### config.mk
export PLATFORM = sky130hd
export DESIGN_NAME = spi_master_ctrl
export DESIGN_NICKNAME = d
export VERILOG_FILES = /design/src/rtl/spi_master_ctrl_pkg.sv /design/src/rtl/spi_master_ctrl_sclk_gen.sv /design/src/rtl/spi_master_ctrl.sv
export SDC_FILE = /design/constraint.sdc
export NUM_CORES = 1
export LEC_CHECK = 0
export CAP_MARGIN = 20
export CORE_MARGIN = 2
export CORE_UTILIZATION = 50
export CTS_CLUSTER_DIAMETER = 80
export DETAILED_ROUTE_END_ITERATION = 6
export PLACE_DENSITY = 0.73
export SLEW_MARGIN = 10
export SYNTH_ARGS = -nofsm -noshare
export SYNTH_HDL_FRONTEND = slang
export SYNTH_HIERARCHICAL = 1
export SYNTH_SLANG_ARGS = --single-unit
### constraint.sdc
create_clock -name clk -period 5 [get_ports clk]
set_input_delay 0.75 -clock clk [delete_from_list [all_inputs] [get_ports clk]]
set_output_delay 0.75 -clock clk [all_outputs]
set_load 0.01 [all_outputs]
### src/rtl/spi_master_ctrl_pkg.sv
// Shared encodings for the SPI master transaction sequencer: frame widths,
// read/write encoding and FSM state type. Optional macro: SPI_CTRL_CSGAP_EN.
package spi_master_ctrl_pkg;

  localparam int unsigned ADDR_W = 7;
  localparam int unsigned HDR_W  = 8;
  localparam int unsigned DATA_W = 8;

  localparam logic RW_READ  = 1'b1;
  localparam logic RW_WRITE = 1'b0;

  typedef enum logic [2:0] {
    IDLE   = 3'd0,
    SETUP  = 3'd1,
    ADDR   = 3'd2,
    TURN   = 3'd3,
    DATA   = 3'd4,
    FINISH = 3'd5,
    GAP    = 3'd6
  } state_t;

  function automatic logic [HDR_W-1:0] make_header(input logic [ADDR_W-1:0] addr,
                                                   input logic rw);
    return {addr, rw};
  endfunction

endpackage

### src/rtl/spi_master_ctrl_sclk_gen.sv
// SPI serial clock generator: half-period counter, sclk and rise/fall strobes.
// The first half-period after enable is a low lead-in (the SETUP phase).
module spi_sclk_gen #(
  parameter int unsigned CLKDIV = 2
) (
  input  logic clk,
  input  logic reset,
  input  logic en,
  output logic sclk,
  output logic tick,
  output logic rise,
  output logic fall
);

  localparam int unsigned CW = $clog2(CLKDIV + 1);

  logic [CW-1:0] cnt;
  logic          lead;

  assign tick = en && (cnt == CW'(CLKDIV - 1));
  assign rise = tick && !lead && !sclk;
  assign fall = tick && sclk;

  always_ff @(posedge clk) begin
    if (reset || !en) begin
      cnt  <= '0;
      sclk <= 1'b0;
      lead <= 1'b1;
    end else if (tick) begin
      cnt  <= '0;
      lead <= 1'b0;
      if (!lead) sclk <= ~sclk;
    end else begin
      cnt <= cnt + CW'(1);
    end
  end

endmodule

### src/rtl/spi_master_ctrl.sv
// SPI master transaction sequencer: serialises {addr, rw}, turnaround and a
// data byte onto cs/sclk/mosi. Optional macro SPI_CTRL_CSGAP_EN adds a cs-high GAP.
module spi_master_ctrl
  import spi_master_ctrl_pkg::*;
#(
  parameter int unsigned CLKDIV    = 2,
  parameter int unsigned TURN_BITS = 2,
  parameter int unsigned CS_GAP    = 4
) (
  input  logic              clk,
  input  logic              reset,
  input  logic              req,
  input  logic              rw,
  input  logic [ADDR_W-1:0] addr,
  input  logic [DATA_W-1:0] wdata,
  output logic              ready,
  output logic              done,
  output logic [DATA_W-1:0] rdata,
  output logic              cs,
  output logic              sclk,
  output logic              mosi,
  input  logic              miso
);

  localparam int unsigned CW        = $clog2(CLKDIV + 1);
  localparam logic [3:0]  TURN_LAST = 4'((TURN_BITS == 0) ? 0 : TURN_BITS - 1);

  state_t             state, state_next;
  logic [3:0]         bit_cnt, bit_cnt_next;
  logic [CW-1:0]      fin_cnt, fin_cnt_next;
  logic [HDR_W-1:0]   tx, tx_next, hdr_in;
  logic [DATA_W-1:0]  cap, cap_next, wdata_q, wdata_q_next, rdata_next, tx_data;
  logic               rw_q, rw_q_next, cs_next, mosi_next, done_next;
  logic               sclk_en, tick, rise, fall;
`ifdef SPI_CTRL_CSGAP_EN
  localparam int unsigned GW = (CS_GAP > 1) ? $clog2(CS_GAP) : 1;
  logic [GW-1:0]      gap_cnt, gap_cnt_next;
`endif

  assign ready   = (state == IDLE);
  assign sclk_en = (state == SETUP) || (state == ADDR) || (state == TURN) || (state == DATA);
  assign hdr_in  = make_header(addr, rw);
  assign tx_data = (rw_q == RW_WRITE) ? wdata_q : '0;

  spi_sclk_gen #(.CLKDIV(CLKDIV)) u_sclk_gen (
    .clk  (clk),
    .reset(reset),
    .en   (sclk_en),
    .sclk (sclk),
    .tick (tick),
    .rise (rise),
    .fall (fall)
  );

  always_comb begin
    state_next   = state;
    bit_cnt_next = bit_cnt;
    fin_cnt_next = fin_cnt;
    tx_next      = tx;
    cap_next     = cap;
    wdata_q_next = wdata_q;
    rw_q_next    = rw_q;
    cs_next      = cs;
    mosi_next    = mosi;
    done_next    = 1'b0;
    rdata_next   = rdata;
`ifdef SPI_CTRL_CSGAP_EN
    gap_cnt_next = gap_cnt;
`endif
    case (state)
      IDLE: begin
        cs_next   = 1'b1;
        mosi_next = 1'b0;
        if (req) begin
          rw_q_next    = rw;
          wdata_q_next = wdata;
          tx_next      = hdr_in;
          mosi_next    = hdr_in[HDR_W-1];
          cs_next      = 1'b0;
          bit_cnt_next = '0;
          state_next   = SETUP;
        end
      end
      SETUP: if (tick) state_next = ADDR;
      ADDR: if (fall) begin
        if (bit_cnt == 4'd7) begin
          bit_cnt_next = '0;
          if (TURN_BITS == 0) begin
            state_next = DATA;
            tx_next    = tx_data;
            mosi_next  = tx_data[DATA_W-1];
          end else begin
            state_next = TURN;
            mosi_next  = 1'b0;
          end
        end else begin
          bit_cnt_next = bit_cnt + 4'd1;
          tx_next      = tx << 1;
          mosi_next    = tx[HDR_W-2];
        end
      end
      TURN: if (fall) begin
        if (bit_cnt == TURN_LAST) begin
          bit_cnt_next = '0;
          state_next   = DATA;
          tx_next      = tx_data;
          mosi_next    = tx_data[DATA_W-1];
        end else begin
          bit_cnt_next = bit_cnt + 4'd1;
        end
      end
      DATA: begin
        if (rise && (rw_q == RW_READ)) cap_next = {cap[DATA_W-2:0], miso};
        if (fall) begin
          if (bit_cnt == 4'd7) begin
            bit_cnt_next = '0;
            fin_cnt_next = '0;
            mosi_next    = 1'b0;
            state_next   = FINISH;
          end else begin
            bit_cnt_next = bit_cnt + 4'd1;
            tx_next      = tx << 1;
            mosi_next    = tx[HDR_W-2];
          end
        end
      end
      FINISH: begin
        if (fin_cnt == CW'(CLKDIV - 1)) begin
          cs_next   = 1'b1;
          done_next = 1'b1;
          if (rw_q == RW_READ) rdata_next = cap;
`ifdef SPI_CTRL_CSGAP_EN
          gap_cnt_next = '0;
          state_next   = (CS_GAP == 0) ? IDLE : GAP;
`else
          state_next   = IDLE;
`endif
        end else begin
          fin_cnt_next = fin_cnt + CW'(1);
        end
      end
`ifdef SPI_CTRL_CSGAP_EN
      GAP: begin
        if (gap_cnt == GW'(CS_GAP - 1)) state_next = IDLE;
        else                            gap_cnt_next = gap_cnt + GW'(1);
      end
`endif
      default: state_next = IDLE;
    endcase
  end

  always_ff @(posedge clk) begin
    if (reset) begin
      state   <= IDLE;
      bit_cnt <= '0;
      fin_cnt <= '0;
      tx      <= '0;
      cap     <= '0;
      wdata_q <= '0;
      rw_q    <= 1'b0;
      cs      <= 1'b1;
      mosi    <= 1'b0;
      done    <= 1'b0;
      rdata   <= '0;
`ifdef SPI_CTRL_CSGAP_EN
      gap_cnt <= '0;
`endif
    end else begin
      state   <= state_next;
      bit_cnt <= bit_cnt_next;
      fin_cnt <= fin_cnt_next;
      tx      <= tx_next;
      cap     <= cap_next;
      wdata_q <= wdata_q_next;
      rw_q    <= rw_q_next;
      cs      <= cs_next;
      mosi    <= mosi_next;
      done    <= done_next;
      rdata   <= rdata_next;
`ifdef SPI_CTRL_CSGAP_EN
      gap_cnt <= gap_cnt_next;
`endif
    end
  end

endmodule
# [After elaboration in Yosys (flattened, before gate mapping)]
# Index checks and enable logic that the tools add are counted.
[totals] regBits=48 inputBits=20 output_inout_bits=13 word_cells=107
[op_classes] n_addsub=3 eq_ne=21 mux=37 bitwise_logic=3 n_reduce_logical=29
[ops] cell="7-bit two-way mux" n=5
[ops] cell="3-bit two-way mux" n=9
[ops] cell="7-bit case mux with 3 select lines" n=1
[ops] cell="4-bit two-way mux" n=5
[ops] cell="3-bit case mux with 6 select lines" n=1
[ops] cell="2-bit != test (second input constant)" n=7
[ops] cell="4-bit case mux with 3 select lines" n=1
[ops] cell="4-bit AND reduction" n=3
[ops] cell="2-bit by 1-bit != test with 1-bit output (second input constant)" n=5
[ops] cell="9-bit AND reduction" n=1
[ops] cell="1-bit two-way mux" n=8
[ops] cell="8-bit two-way mux" n=1
[ops] cell="2-bit AND reduction" n=4
[ops] cell="3-bit by 2-bit equality test with 1-bit output (second input constant)" n=2
[ops] cell="3-bit equality test (second input constant)" n=2
[ops] cell="2-bit two-way mux" n=3
[ops] cell="6-bit AND reduction" n=1
[ops] cell="2-bit OR reduction" n=3
[ops] cell="1-bit logical AND" n=5
[ops] cell="2-bit by 1-bit adder with 2-bit output (second input constant)" n=2
[ops] cell="4-bit by 1-bit adder with 4-bit output (second input constant)" n=1
[ops] cell="2-bit by 1-bit equality test with 1-bit output (second input constant)" n=2
[ops] cell="4-bit by 1-bit equality test with 1-bit output (second input constant)" n=1
[ops] cell="4-bit by 3-bit equality test with 1-bit output (second input constant)" n=1
[ops] cell="11 further kinds" n=19

# [Depth between registers and ports, before layout]
# Gate-level depths: netlist (run 1).
[logic_depth] word_depth=9 depth_mapped=11 ltp_nobuf=8

# [By module]
# Netlist (run 1), hierarchy kept.
[by_module_without_submodules] module="spi_master_ctrl" instances=1 cells_each=270 area_each_um2=2200.9 seq_area_each_um2=880.8
[by_module_without_submodules] module="spi_sclk_gen" instances=1 cells_each=17 area_each_um2=163.9 seq_area_each_um2=80.1

# [Least setup slack after synthesis (run 1)]
# OpenSTA, ideal clock, no wires.
[synth_path] path_type="flip-flop to flip-flop" startpoint="register state[1]" endpoint="register tx[6]" setup_time_ps=86 t_arrival_ps=2124 required_time_ps=4914 path_slack_ps=2790 path_stages_with_launch=12 path_buffers=3 synth_period_minus_slack_ps=2210 path_cell_list="dfxtp_1 -> buf_4 -> buf_4 -> nor2_1 -> xnor2_1 -> and3_2 -> o21bai_1 -> a22oi_1 -> and3_4 -> buf_6 -> nor2_1 -> a211oi_1"
[synth_via] elab_chain_len=8 elab_cells_between_ends=19 classes_between="eq/ne: 9; mux: 1; reduce/logical: 9"
[synth_rtl] item="start: declaration" line_no="spi_master_ctrl.sv:28" source="state_t state, state_next;"
[synth_rtl] item="start signal: assignment" line_no="spi_master_ctrl.sv:169" source="state <= state_next;"
[synth_rtl] item="3-bit by 1-bit equality test with 1-bit output / 3-bit by 2-bit equality test with 1-bit output (equally long branches)" line_no="spi_master_ctrl.sv:41" source="assign sclk_en = (state == SETUP) || (state == ADDR) || (state == TURN) || (state == DATA);"
[synth_rtl] item="1-bit logical OR (2 in series)" line_no="spi_master_ctrl.sv:41"
[synth_rtl] item="1-bit logical OR (*)" line_no="spi_master_ctrl.sv:41"
[synth_rtl] item="net sclk_en" line_no="spi_master_ctrl.sv:34" source="logic sclk_en, tick, rise, fall;"
[synth_rtl] item="1-bit logical AND (*)" line_no="spi_master_ctrl_sclk_gen.sv:20" source="assign tick = en && (cnt == CW'(CLKDIV - 1));"
[synth_rtl] item="1-bit logical AND (*)" line_no="spi_master_ctrl_sclk_gen.sv:22" source="assign fall = tick && sclk;"
[synth_rtl] item="net fall" line_no="spi_master_ctrl.sv:34"
[synth_rtl] item="2-bit != test (no line) / 2-bit by 1-bit != test with 1-bit output (equally long branches)"
[synth_rtl] item="6-bit AND reduction (no line) (*)"
[synth_rtl] item="end signal: assignment" line_no="spi_master_ctrl.sv:172" source="tx <= tx_next;"
[synth_rtl] item="end: declaration" line_no="spi_master_ctrl.sv:31" source="logic [HDR_W-1:0] tx, tx_next, hdr_in;"
# The timed path passes the listed nets; every way through them passes the cells marked *.
# A chain may end at the register's enable or synchronous reset.

# [Final worst setup path (run 1)]
[layout_path] startpoint="register state[0]" endpoint="output ready"
[layout_via] elab_chain_len=1
[layout_rtl] item="3-bit zero test" line_no="spi_master_ctrl.sv:40" source="assign ready = (state == IDLE);"
[layout_rtl] item="end: declaration" line_no="spi_master_ctrl.sv:16" source="output logic ready,"
# Every way passes these cells.

==> run_results.csv, run 1 <==
group,metric,value,unit
logic_synthesis,synth.yosys.seq_area_share,40.6,%
sta,unrepaired_setup_endpoints_after_global_routing,"no",
die,fp-row-count,25,
logic_synthesis,per_instance_average_area_after_synthesis,8.24,sq um
detailed_routing,routed-via-count,2129,
cells_and_area,multi_input_comb_area,0.00129,sq mm
logic_synthesis,count_of_warnings_emitted_by_yosys,6,
logic_synthesis,asyncSetResetFlopFracSynth,0,%
cts,insertion_delay,0.30,ns
cts,max-clock-path-buffers,2,
die,die_w,72.8,um
placement,placement.cell_area,0.00267,sq mm
sta,worst_pin_slew,0.857,ns
sta,relSlewSlack,42.7,%
detailed_routing,viasPerCell,5.83,
power,finalPower,1.06,mW
critical_path,worst_setup_path_start_kind,"flip-flop",
cts,post_cts_hold_fix_bufs,0,
cells_and_area,insertedDiodeCount,0,
critical_path,reg2reg_depth,8,
detailed_routing,drt-total-wl,5.38,mm
critical_path,critical_path.startpoint,"state[0]",
critical_path,worst_reg2reg_setup_slack,2.27,ns
detailed_routing,routed_wire_length_per_instance,14.7,um
detailed_routing,drtAntennaViolNets,0,
critical_path,worst_r2r_startpoint,"state[0]",
critical_path,crit_fanout,25,
die,top_level_ports,33,
power,switching_power,377,uW
detailed_routing,drcViolationCount,0,
cells_and_area,drive_gt1_share,8.36,%
grt,gr-total-overflow,0,
power,cellPowerDensity,385,mW/mm^2
power,p_int,687,uW
logic_synthesis,yosysUniqueCellTypes,51,
cells_and_area,n_fill_cell,444,
cells_and_area,finalNetCount,334,
power,peakVddDrop,0.228,mV
power,switching_share,35.4,%
power,power.clock.fraction,23.0,%
sta,worst_clock_skew,0.00588,ns
cts,post_cts_resize_count,0,
critical_path,crit_type,"flip-flop to output port",
critical_path,timing.critical_path.required,4.25,ns
cts,post_cts_buffers,0,
min_path,worst_hold_startpoint,"u_sclk_gen/cnt[0]",
sta,slew_violations,0,
sta,fin_crit_sh,57.5,%
logic_synthesis,postSynthNetCount,311,
placement,port_buffers,32,
min_path,hold-path-endpoint,"u_sclk_gen/cnt[0]",
die,start_util,51.1,%
cts,cts_max_level,2,
grt,grt_start_max_net_pins,27,
sta,setup_viol,0,
logic_synthesis,synthCells,287,
logic_synthesis,synth-seq-cells,48,
cts,cts-buffers-inserted,5,
logic_synthesis,number_of_flops_mapped_to_enable_cells_by_yosys,0,
cells_and_area,flow.area_growth_from_synthesis,16.9,%
cells_and_area,area.sequential,961,sq um
critical_path,cpMaxStageDelayCell,"clkdlybuf4s50_1",
run,cap_violations,0,
power,p_seq_share,46.4,%
logic_synthesis,most_used_flip_flop_cell_after_synthesis,"dfxtp_1",
sta,timing.fmax,0.348,GHz
power,power.static_leakage,0.953,nW
cts,clock_tree.root_cell,"clkbuf_8",
cts,clk_transition_reported_paths,0.09,ns
critical_path,crit_path_cell_trace,"or2_2 > nor2_1 > clkdlybuf4s50_1",
status,outcome,"completed",
grt,grt_first_pass_wirelength,8.93,mm
cells_and_area,finish.instance_area,0.00276,sq mm
detailed_routing,detail_route.first_pass.iterations,5,
critical_path,critPathArrivalTime,2.12,ns
placement,finalWeightedCongestion,0.900,
critical_path,cp-end-kind,"output port",
die,coreArea,0.00463,sq mm
die,die_height,72.8,um
power,combPwrFrac,30.6,%
sta,finalHoldViolations,0,
critical_path,cpPeakStageDelay,0.59,ns
sta,layout_min_cycle_time,2.87,ns
logic_synthesis,mappedNetlistArea,0.00236,sq mm
grt,grt_antenna_before_repair,0,
sta,setup_total_negative_slack,0,ns
placement,dp_hpwl,3.80,mm
min_path,worst_hold_path_type,"flip-flop to flip-flop",
cts,clock_tree_from_tritoncts,"built",
cells_and_area,layout_common_cells,"nand2_1 (48), dfxtp_1 (48), clkdlybuf4s50_1 (32)",
die,design.die.area,0.00530,sq mm
detailed_routing,drt_first_iter_violations,165,
cts,clock_sink_count,48,
grt,first_global_vias,1930,
min_path,min_path_cells,1,
critical_path,r2r-end,"tx[6]",
grt,grtUsageTotal,21.4,%
[per-layer routing]
layer	wire [um]	track usage (%)	vias up
li1	-	-	1064
met1	2560	29.3	980
met2	2450	33.1	79
met3	305	4.28	6
met4	57	8.44	0
met5	0	0	-
[worst max path at each step]
| stage | cells after the start | slack (ns) | endpoint |
|---|---|---|---|
| final | 3 | 2.13 | ready |
| after detailed placement | 8 | 2.32 | tx[6] |
| after global placement | 8 | 2.42 | tx[6] |
| after global routing | 3 | 2.03 | ready |
| after floorplan | 11 | 2.79 | tx[6] |
| after CTS | 3 | 2.12 | ready |
[cell families (layout without fill, tap and decap cells)]
| family | Yosys count | count (layout) | share of synthesized area (%) |
|---|---|---|---|
| fa+ha+maj | 4 | 4 | 2.12 |
| compound gates | 67 | 67 | 18.8 |
| buf+inv | 23 | 47 | 4.92 |
| xor+xnor | 2 | 2 | 0.741 |
| mux | 9 | 9 | 3.81 |
| simple gates | 134 | 134 | 29.0 |
| flops | 48 | 48 | 40.6 |
[critical path: cells and delay by family (launching register included)]
kind                   cells  cell delay (ns)
DFF                        1             0.55
and+or+nand+nor            2             0.69
buffers and inverters      1             0.59
[through the flow]
stage	utilization, %	std cells	hold WS [ns]	setup slack, ns
6_report	59.7	365	0.431	2.13
5_1_grt	59.7	365	0.454	2.03
3_3_place_gp	57.6	357	0.415	2.42
2_1_floorplan	-	287	0.404	2.79
4_1_cts	59.7	365	0.435	2.12
3_5_place_dp	57.6	357	0.418	2.32
[synthesized netlist by cell type (3+ instances only)]
cell	instances	area, sq um
inv_1	5	18.8
buf_2	6	30.0
nand3b_1	4	30.0
clkbuf_1	7	26.3
nor2b_1	6	37.5
nand2b_1	5	31.3
nor2_1	28	105
o21ai_0	5	25.0
nand2_1	48	180
and3_1	3	18.8
ha_1	4	50.1
a31oi_1	6	37.5
a21oi_1	29	145
a211oi_1	6	45.0
nor3_1	8	40.0
dfxtp_1	48	961
mux2i_1	9	90.1
a221oi_1	5	43.8
nand3_1	12	60.1
[power by group through the flow]
stage,clock network (mW),registers [mW],logic (mW)
global placement,0,0.501,0.314
floorplan,0,0.466,0.276
finish,0.245,0.494,0.325
global route,0.264,0.502,0.360
detailed placement,0,0.501,0.321
CTS,0.255,0.493,0.322
[flip-flops by register name, summed over array words and instances, names as in the netlist]
signal and count:
wdata_q 8, u_sclk_gen/lead 1, cs 1, u_sclk_gen/cnt 2, rw_q 1, tx 7, state 3, rdata 8
u_sclk_gen/sclk 1, cap 8, fin_cnt 2, done 1, mosi 1, bit_cnt 4
[area by class of cell]
cell class | instances | area share (%)
multi-input cells | 216 | 46.6
inverters | 6 | 0.815
clock buffers | 6 | 2.99
flip-flops and latches | 48 | 34.8
well taps | 54 | 2.44
clock inverters | 2 | 0.543
repair buffers | 33 | 11.9
No activity file was read; power rests on OpenSTA's default activity.
==> inputs of run 2 (changes only) <==
--- a/config.mk
+++ b/config.mk
@@ -7,10 +7,10 @@
 export LEC_CHECK = 0
 export CAP_MARGIN = 20
 export CORE_MARGIN = 2
-export CORE_UTILIZATION = 50
+export CORE_UTILIZATION = 49
 export CTS_CLUSTER_DIAMETER = 80
 export DETAILED_ROUTE_END_ITERATION = 6
-export PLACE_DENSITY = 0.73
+export PLACE_DENSITY = 0.75
 export SLEW_MARGIN = 10
 export SYNTH_ARGS = -nofsm -noshare
 export SYNTH_HDL_FRONTEND = slang
==> constraint.sdc (replaced) <==
create_clock -name clk -period 2.5 [get_ports clk]
set_input_delay 0.375 -clock clk [delete_from_list [all_inputs] [get_ports clk]]
set_output_delay 0.375 -clock clk [all_outputs]
set_load 0.01 [all_outputs]
==> run 2 against run 1 <==
Effect of this change: wire length decreased by 2.7%; die area increased by 1.9%; largest power group unchanged; register-to-register slack got worse by 1.9 ns; hold slack improved by 0.0071 ns.
==> run_results.csv, run 2 (synthesis results as in run 1) <==
group,metric,value,unit
cells_and_area,finalNetCount,340,
detailed_routing,routed_wire_length_per_instance,14.1,um
die,design.die.area,0.00540,sq mm
power,finalPower,2.18,mW
sta,hold_ws,0.438,ns
detailed_routing,drt_first_iter_violations,169,
cts,cts_max_level,2,
grt,grt_use_met3,4.53,%
critical_path,critPathArrivalTime,1.94,ns
run,cap_violations,0,
sta,setup_viol,0,
sta,worst_pin_slew,0.480,ns
critical_path,crit_type,"flip-flop to output port",
detailed_routing,drt-total-wl,5.23,mm
cells_and_area,layout_common_cells,"nand2_1 (48), dfxtp_1 (48), clkdlybuf4s50_1 (32)",
min_path,worst_hold_path_type,"flip-flop to flip-flop",
sta,fin_crit_sh,92.4,%
placement,port_buffers,32,
critical_path,reg2reg_depth,8,
critical_path,cpPeakStageDelay,0.57,ns
detailed_routing,viasPerCell,5.75,
placement,place_worst_setup_slack,0.364,ns
grt,grt_antenna_before_repair,0,
grt,use_met2,31.3,%
die,die_w,73.5,um
die,fp-row-count,25,
sta,finalHoldViolations,0,
cts,post_cts_hold_fix_bufs,0,
cts,clock_sink_count,48,
cts,cts-buffers-inserted,5,
critical_path,cpMaxStageDelayCell,"clkdlybuf4s50_1",
sta,relSlewSlack,68.0,%
sta,layout_min_cycle_time,2.31,ns
detailed_routing,detail_route.first_pass.iterations,4,
cts,post_cts_resize_count,0,
grt,grt_first_pass_wirelength,8.78,mm
status,outcome,"completed",
placement,finalWeightedCongestion,0.835,
placement,dp_hpwl,3.69,mm
power,switching_share,36.2,%
grt,grt_start_max_net_pins,28,
cells_and_area,finish.instance_area,0.00281,sq mm
cts,insertion_delay,0.31,ns
cells_and_area,insertedDiodeCount,0,
placement,placement.cell_area,0.00271,sq mm
grt,first_global_vias,1940,
sta,timing.fmax,0.433,GHz
power,power.static_leakage,0.985,nW
die,top_level_ports,33,
die,start_util,50.4,%
power,combPwrFrac,34.6,%
critical_path,critical_path_buf_inv_count,2,
critical_path,cp-end-kind,"output port",
die,coreArea,0.00469,sq mm
die,die_height,73.5,um
sta,setup_total_negative_slack,0,ns
cts,clock_tree.root_cell,"clkbuf_8",
power,power.clock.fraction,22.8,%
detailed_routing,routed-via-count,2135,
power,p_seq_share,42.6,%
critical_path,crit_fanout,24,
power,switching_power,790,uW
cts,max-clock-path-buffers,2,
cells_and_area,largest_registers,"cap x8, rdata x8, wdata_q x8",
critical_path,path_delay_family,"buffers and inverters",
grt,globalRouteMet1Util,28.6,%
critical_path,worst_setup_path_start_kind,"flip-flop",
grt,grtUsageTotal,20.7,%
sta,unrepaired_setup_endpoints_after_global_routing,"no",
sta,layout_setup_ws,0.190,ns
sta,slew_violations,0,
power,peakVddDrop,0.375,mV
power,cellPowerDensity,778,mW/mm^2
critical_path,crit_cells,4,
cts,clock_tree_from_tritoncts,"built",
detailed_routing,drcViolationCount,0,
cells_and_area,flow.area_growth_from_synthesis,18.6,%
power,p_int,1.39,mW
cts,post_cts_buffers,0,
critical_path,timing.critical_path.required,2.12,ns
grt,gr-total-overflow,0,
grt,grt_busiest_layer,"met2",
sta,worst_clock_skew,0.0102,ns
min_path,min_path_cells,1,
cts,clk_transition_reported_paths,0.09,ns
detailed_routing,drtAntennaViolNets,0,
critical_path,crit_path_cell_trace,"buf_4 > or2_2 > nor2_1 > clkdlybuf4s50_1",
cells_and_area,drive_gt1_share,10.1,%
[run 2: cell type report]
cell class	count	area [sq um]
Fill cell	432	1890
Multi-Input combinational cell	216	1290
Sequential cell	48	961
Timing Repair Buffer	39	373
Clock buffer	5	68.8
Tap cell	54	67.6
Clock inverter	3	25.0
Inverter	6	22.5
[run 2: power groups by stage]
stage	logic, mW	registers, mW	clock network, mW
2_1_floorplan	0.552	0.932	0
3_3_place_gp	0.727	0.942	0
3_5_place_dp	0.744	0.944	0
4_1_cts	0.748	0.927	0.506
5_1_grt	0.843	0.941	0.540
6_report	0.755	0.929	0.498
[run 2: per-layer routing]
| layer | wire, um | share of wire (%) |
|---|---|---|
| met2 | 2390 | 46 |
| met5 | 0 | 0 |
| met4 | 59 | 1.1 |
| met3 | 283 | 5.4 |
| met1 | 2500 | 48 |
[run 2: per-stage QoR]
step,util (%),instances
CTS,59.8,371
detailed placement,57.8,363
global placement,57.8,363
global route,59.8,371
floorplan,-,287
finish,59.8,371
[run 2: path summary, 6_finish.rpt]
kind                                        start  slack (ns)                 to
worst max register to register           state[0]        0.42              tx[6]
worst min-delay path            u_sclk_gen/cnt[0]        0.44  u_sclk_gen/cnt[0]
worst max-delay path                     state[0]        0.19              ready
worst min register to register  u_sclk_gen/cnt[0]        0.44  u_sclk_gen/cnt[0]
==> inputs of run 3 (changes only) <==
--- a/config.mk
+++ b/config.mk
@@ -6,10 +6,12 @@
 export NUM_CORES = 1
 export LEC_CHECK = 0
 export CAP_MARGIN = 20
+export CORE_ASPECT_RATIO = 1.1
 export CORE_MARGIN = 2
 export CORE_UTILIZATION = 49
 export CTS_CLUSTER_DIAMETER = 80
 export DETAILED_ROUTE_END_ITERATION = 6
+export GPL_TIMING_DRIVEN = 0
 export PLACE_DENSITY = 0.75
 export SLEW_MARGIN = 10
 export SYNTH_ARGS = -nofsm -noshare
==> run 3 against run 2 <==
Effect of this change: combinational power grew 2%; core utilization rose by 2.9 points; sequential share of layout area fell by 1.3 points; global-route usage is 0.87 points higher; die area is essentially flat; fmax down 5.9%; total power increased by 9.0%; largest power group unchanged; first-iteration DRC count is 37% lower; cell count rose by 3.2%.
==> run_results.csv, run 3 (synthesis results as in run 1) <==
group,metric,value,unit
placement,placed_cells_incl_taps,375,
cts,clock_sink_count,48,
placement,dp_hpwl,3.98,mm
cells_and_area,multi_input_comb_area,0.00131,sq mm
die,start_util,50.8,%
min_path,min_path_cells,1,
cts,post_cts_buffers,0,
power,cellPowerDensity,816,mW/mm^2
sta,setup_viol,0,
status,outcome,"completed",
detailed_routing,drtAntennaViolNets,0,
cells_and_area,layout_common_cells,"nand2_1 (48), dfxtp_1 (48), clkdlybuf4s50_1 (32)",
min_path,worst_hold_startpoint,"u_sclk_gen/cnt[0]",
die,design.die.area,0.00540,sq mm
sta,worst_clock_skew,0.00924,ns
grt,first_global_vias,2077,
critical_path,crit_fanout,10,
min_path,hold-path-endpoint,"u_sclk_gen/cnt[0]",
cells_and_area,largest_registers,"cap x8, rdata x8, wdata_q x8",
power,finalPower,2.38,mW
grt,grt_first_pass_wirelength,9.36,mm
sta,timing.fmax,0.407,GHz
die,top_level_ports,33,
grt,grt_antenna_before_repair,0,
sta,relSlewSlack,61.7,%
cells_and_area,finalNetCount,350,
run,cap_violations,0,
sta,finalHoldViolations,0,
power,peakVddDrop,0.469,mV
cts,insertion_delay,0.31,ns
grt,grtUsageTotal,21.6,%
detailed_routing,routed-via-count,2174,
cells_and_area,flow.area_growth_from_synthesis,23.2,%
die,fp-row-count,26,
placement,port_buffers,32,
sta,fin_crit_sh,98.2,%
critical_path,worst_reg2reg_setup_slack,0.16,ns
critical_path,cp-end-kind,"output port",
cts,cts_max_level,2,
critical_path,timing.critical_path.required,2.12,ns
critical_path,cpPeakStageDelay,0.57,ns
detailed_routing,drt-total-wl,5.49,mm
grt,gr-total-overflow,0,
cts,clock_tree.root_cell,"clkbuf_8",
critical_path,r2r-end,"tx[6]",
sta,slew_violations,0,
die,die_w,70.2,um
grt,grt_start_max_net_pins,17,
min_path,worst_hold_path_type,"flip-flop to flip-flop",
detailed_routing,viasPerCell,5.68,
critical_path,cp_common_cell,"buf_4",
cells_and_area,n_fill_cell,433,
critical_path,worst_setup_path_start_kind,"flip-flop",
cells_and_area,fin_cells,383,
critical_path,reg2reg_depth,10,
sta,setup_total_negative_slack,0,ns
sta,worst_pin_slew,0.575,ns
critical_path,crit_path_cell_trace,"buf_4 > buf_4 > or2_2 > nor2_2 > clkdlybuf4s50_1",
power,power.static_leakage,1.04,nW
sta,unrepaired_setup_endpoints_after_global_routing,"no",
cts,clock_tree_from_tritoncts,"built",
placement,finalWeightedCongestion,0.865,
cells_and_area,finish.instance_area,0.00291,sq mm
die,die_height,76.9,um
detailed_routing,routed_wire_length_per_instance,14.3,um
detailed_routing,drcViolationCount,0,
detailed_routing,detail_route.first_pass.iterations,4,
cells_and_area,area.sequential,961,sq um
cts,max-clock-path-buffers,2,
cells_and_area,insertedDiodeCount,0,
critical_path,cpMaxStageDelayCell,"clkdlybuf4s50_1",
sta,hold_ws,0.435,ns
critical_path,critPathArrivalTime,2.08,ns
cells_and_area,drive_gt1_share,11.6,%
sta,layout_min_cycle_time,2.45,ns
die,coreArea,0.00465,sq mm
placement,placement.cell_area,0.00276,sq mm
cts,clk_transition_reported_paths,0.09,ns
detailed_routing,drt_first_iter_violations,106,
critical_path,worst_r2r_startpoint,"state[2]",
critical_path,crit_type,"flip-flop to output port",
cts,cts-buffers-inserted,5,
==> run 3: cell types whose count changed in the layout (fill, tap and decap cells not counted), sizes merged <==
cell | before | now
clkinvlp | 1 | 0
bufinv | 0 | 2
inv | 8 | 7
buf | 7 | 10
clkbuf | 5 | 12
==> run 3: worst max path at each step <==
stage / cells past startpoint / slack [ns] / end / from
3_5_place_dp: 10 / -0.06 / tx[6] / state[1]
5_1_grt: 5 / 0.004 / ready / state[1]
4_1_cts: 5 / 0.0005 / ready / state[1]
6_report: 5 / 0.05 / ready / state[1]
2_1_floorplan: 11 / 0.29 / tx[6] / state[1]
3_3_place_gp: 10 / -0.09 / tx[6] / state[1]
==> run 3: timing repair <==
action,CTS,global route
hold endpoints to repair,0,0
hold buffers,0,0
gates resized for setup,1,6
setup endpoints to repair,7,9
==> run 3: layer usage <==
metal  vias to the layer above  GRT usage [%]  part of all wire [%]
met4                         0           8.46                   1.5
met3                         7           4.07                   4.7
li1                       1091              -                     -
met5                         -              0                     0
met1                      1019           27.6                    47
met2                        57           35.7                    47
==> run 3: cell type report <==
class	count	share of cell area, %
clock inverters	3	2.36
well taps	56	2.40
flip-flops and latches	48	33.0
repair buffers	32	11.0
inverters	6	0.773
clock buffers	5	2.36
multi-input cells	216	44.8
plain buffers	17	3.31
==> run 3: stage by stage <==
stage	util (%)	setup WS (ns)
3_5_place_dp	59.2	-0.0597
2_1_floorplan	-	0.290
3_3_place_gp	59.2	-0.0876
6_report	62.6	0.0459
5_1_grt	62.6	0.00404
4_1_cts	62.2	0.000491
==> run 3: power breakdown <==
part | internal [mW] | switching (mW) | total (mW)
clock network | 0.402 | 0.273 | 0.675
logic | 0.337 | 0.431 | 0.768
registers | 0.862 | 0.0732 | 0.935
total | 1.60 | 0.777 | 2.38
==> run 3: critical path: cells and delay by family, from the launching register on <==
| family | cells | cell delay, ns |
|---|---|---|
| DFF | 1 | 0.33 |
| buffers and inverters | 3 | 0.92 |
| and+or+nand+nor | 2 | 0.52 |
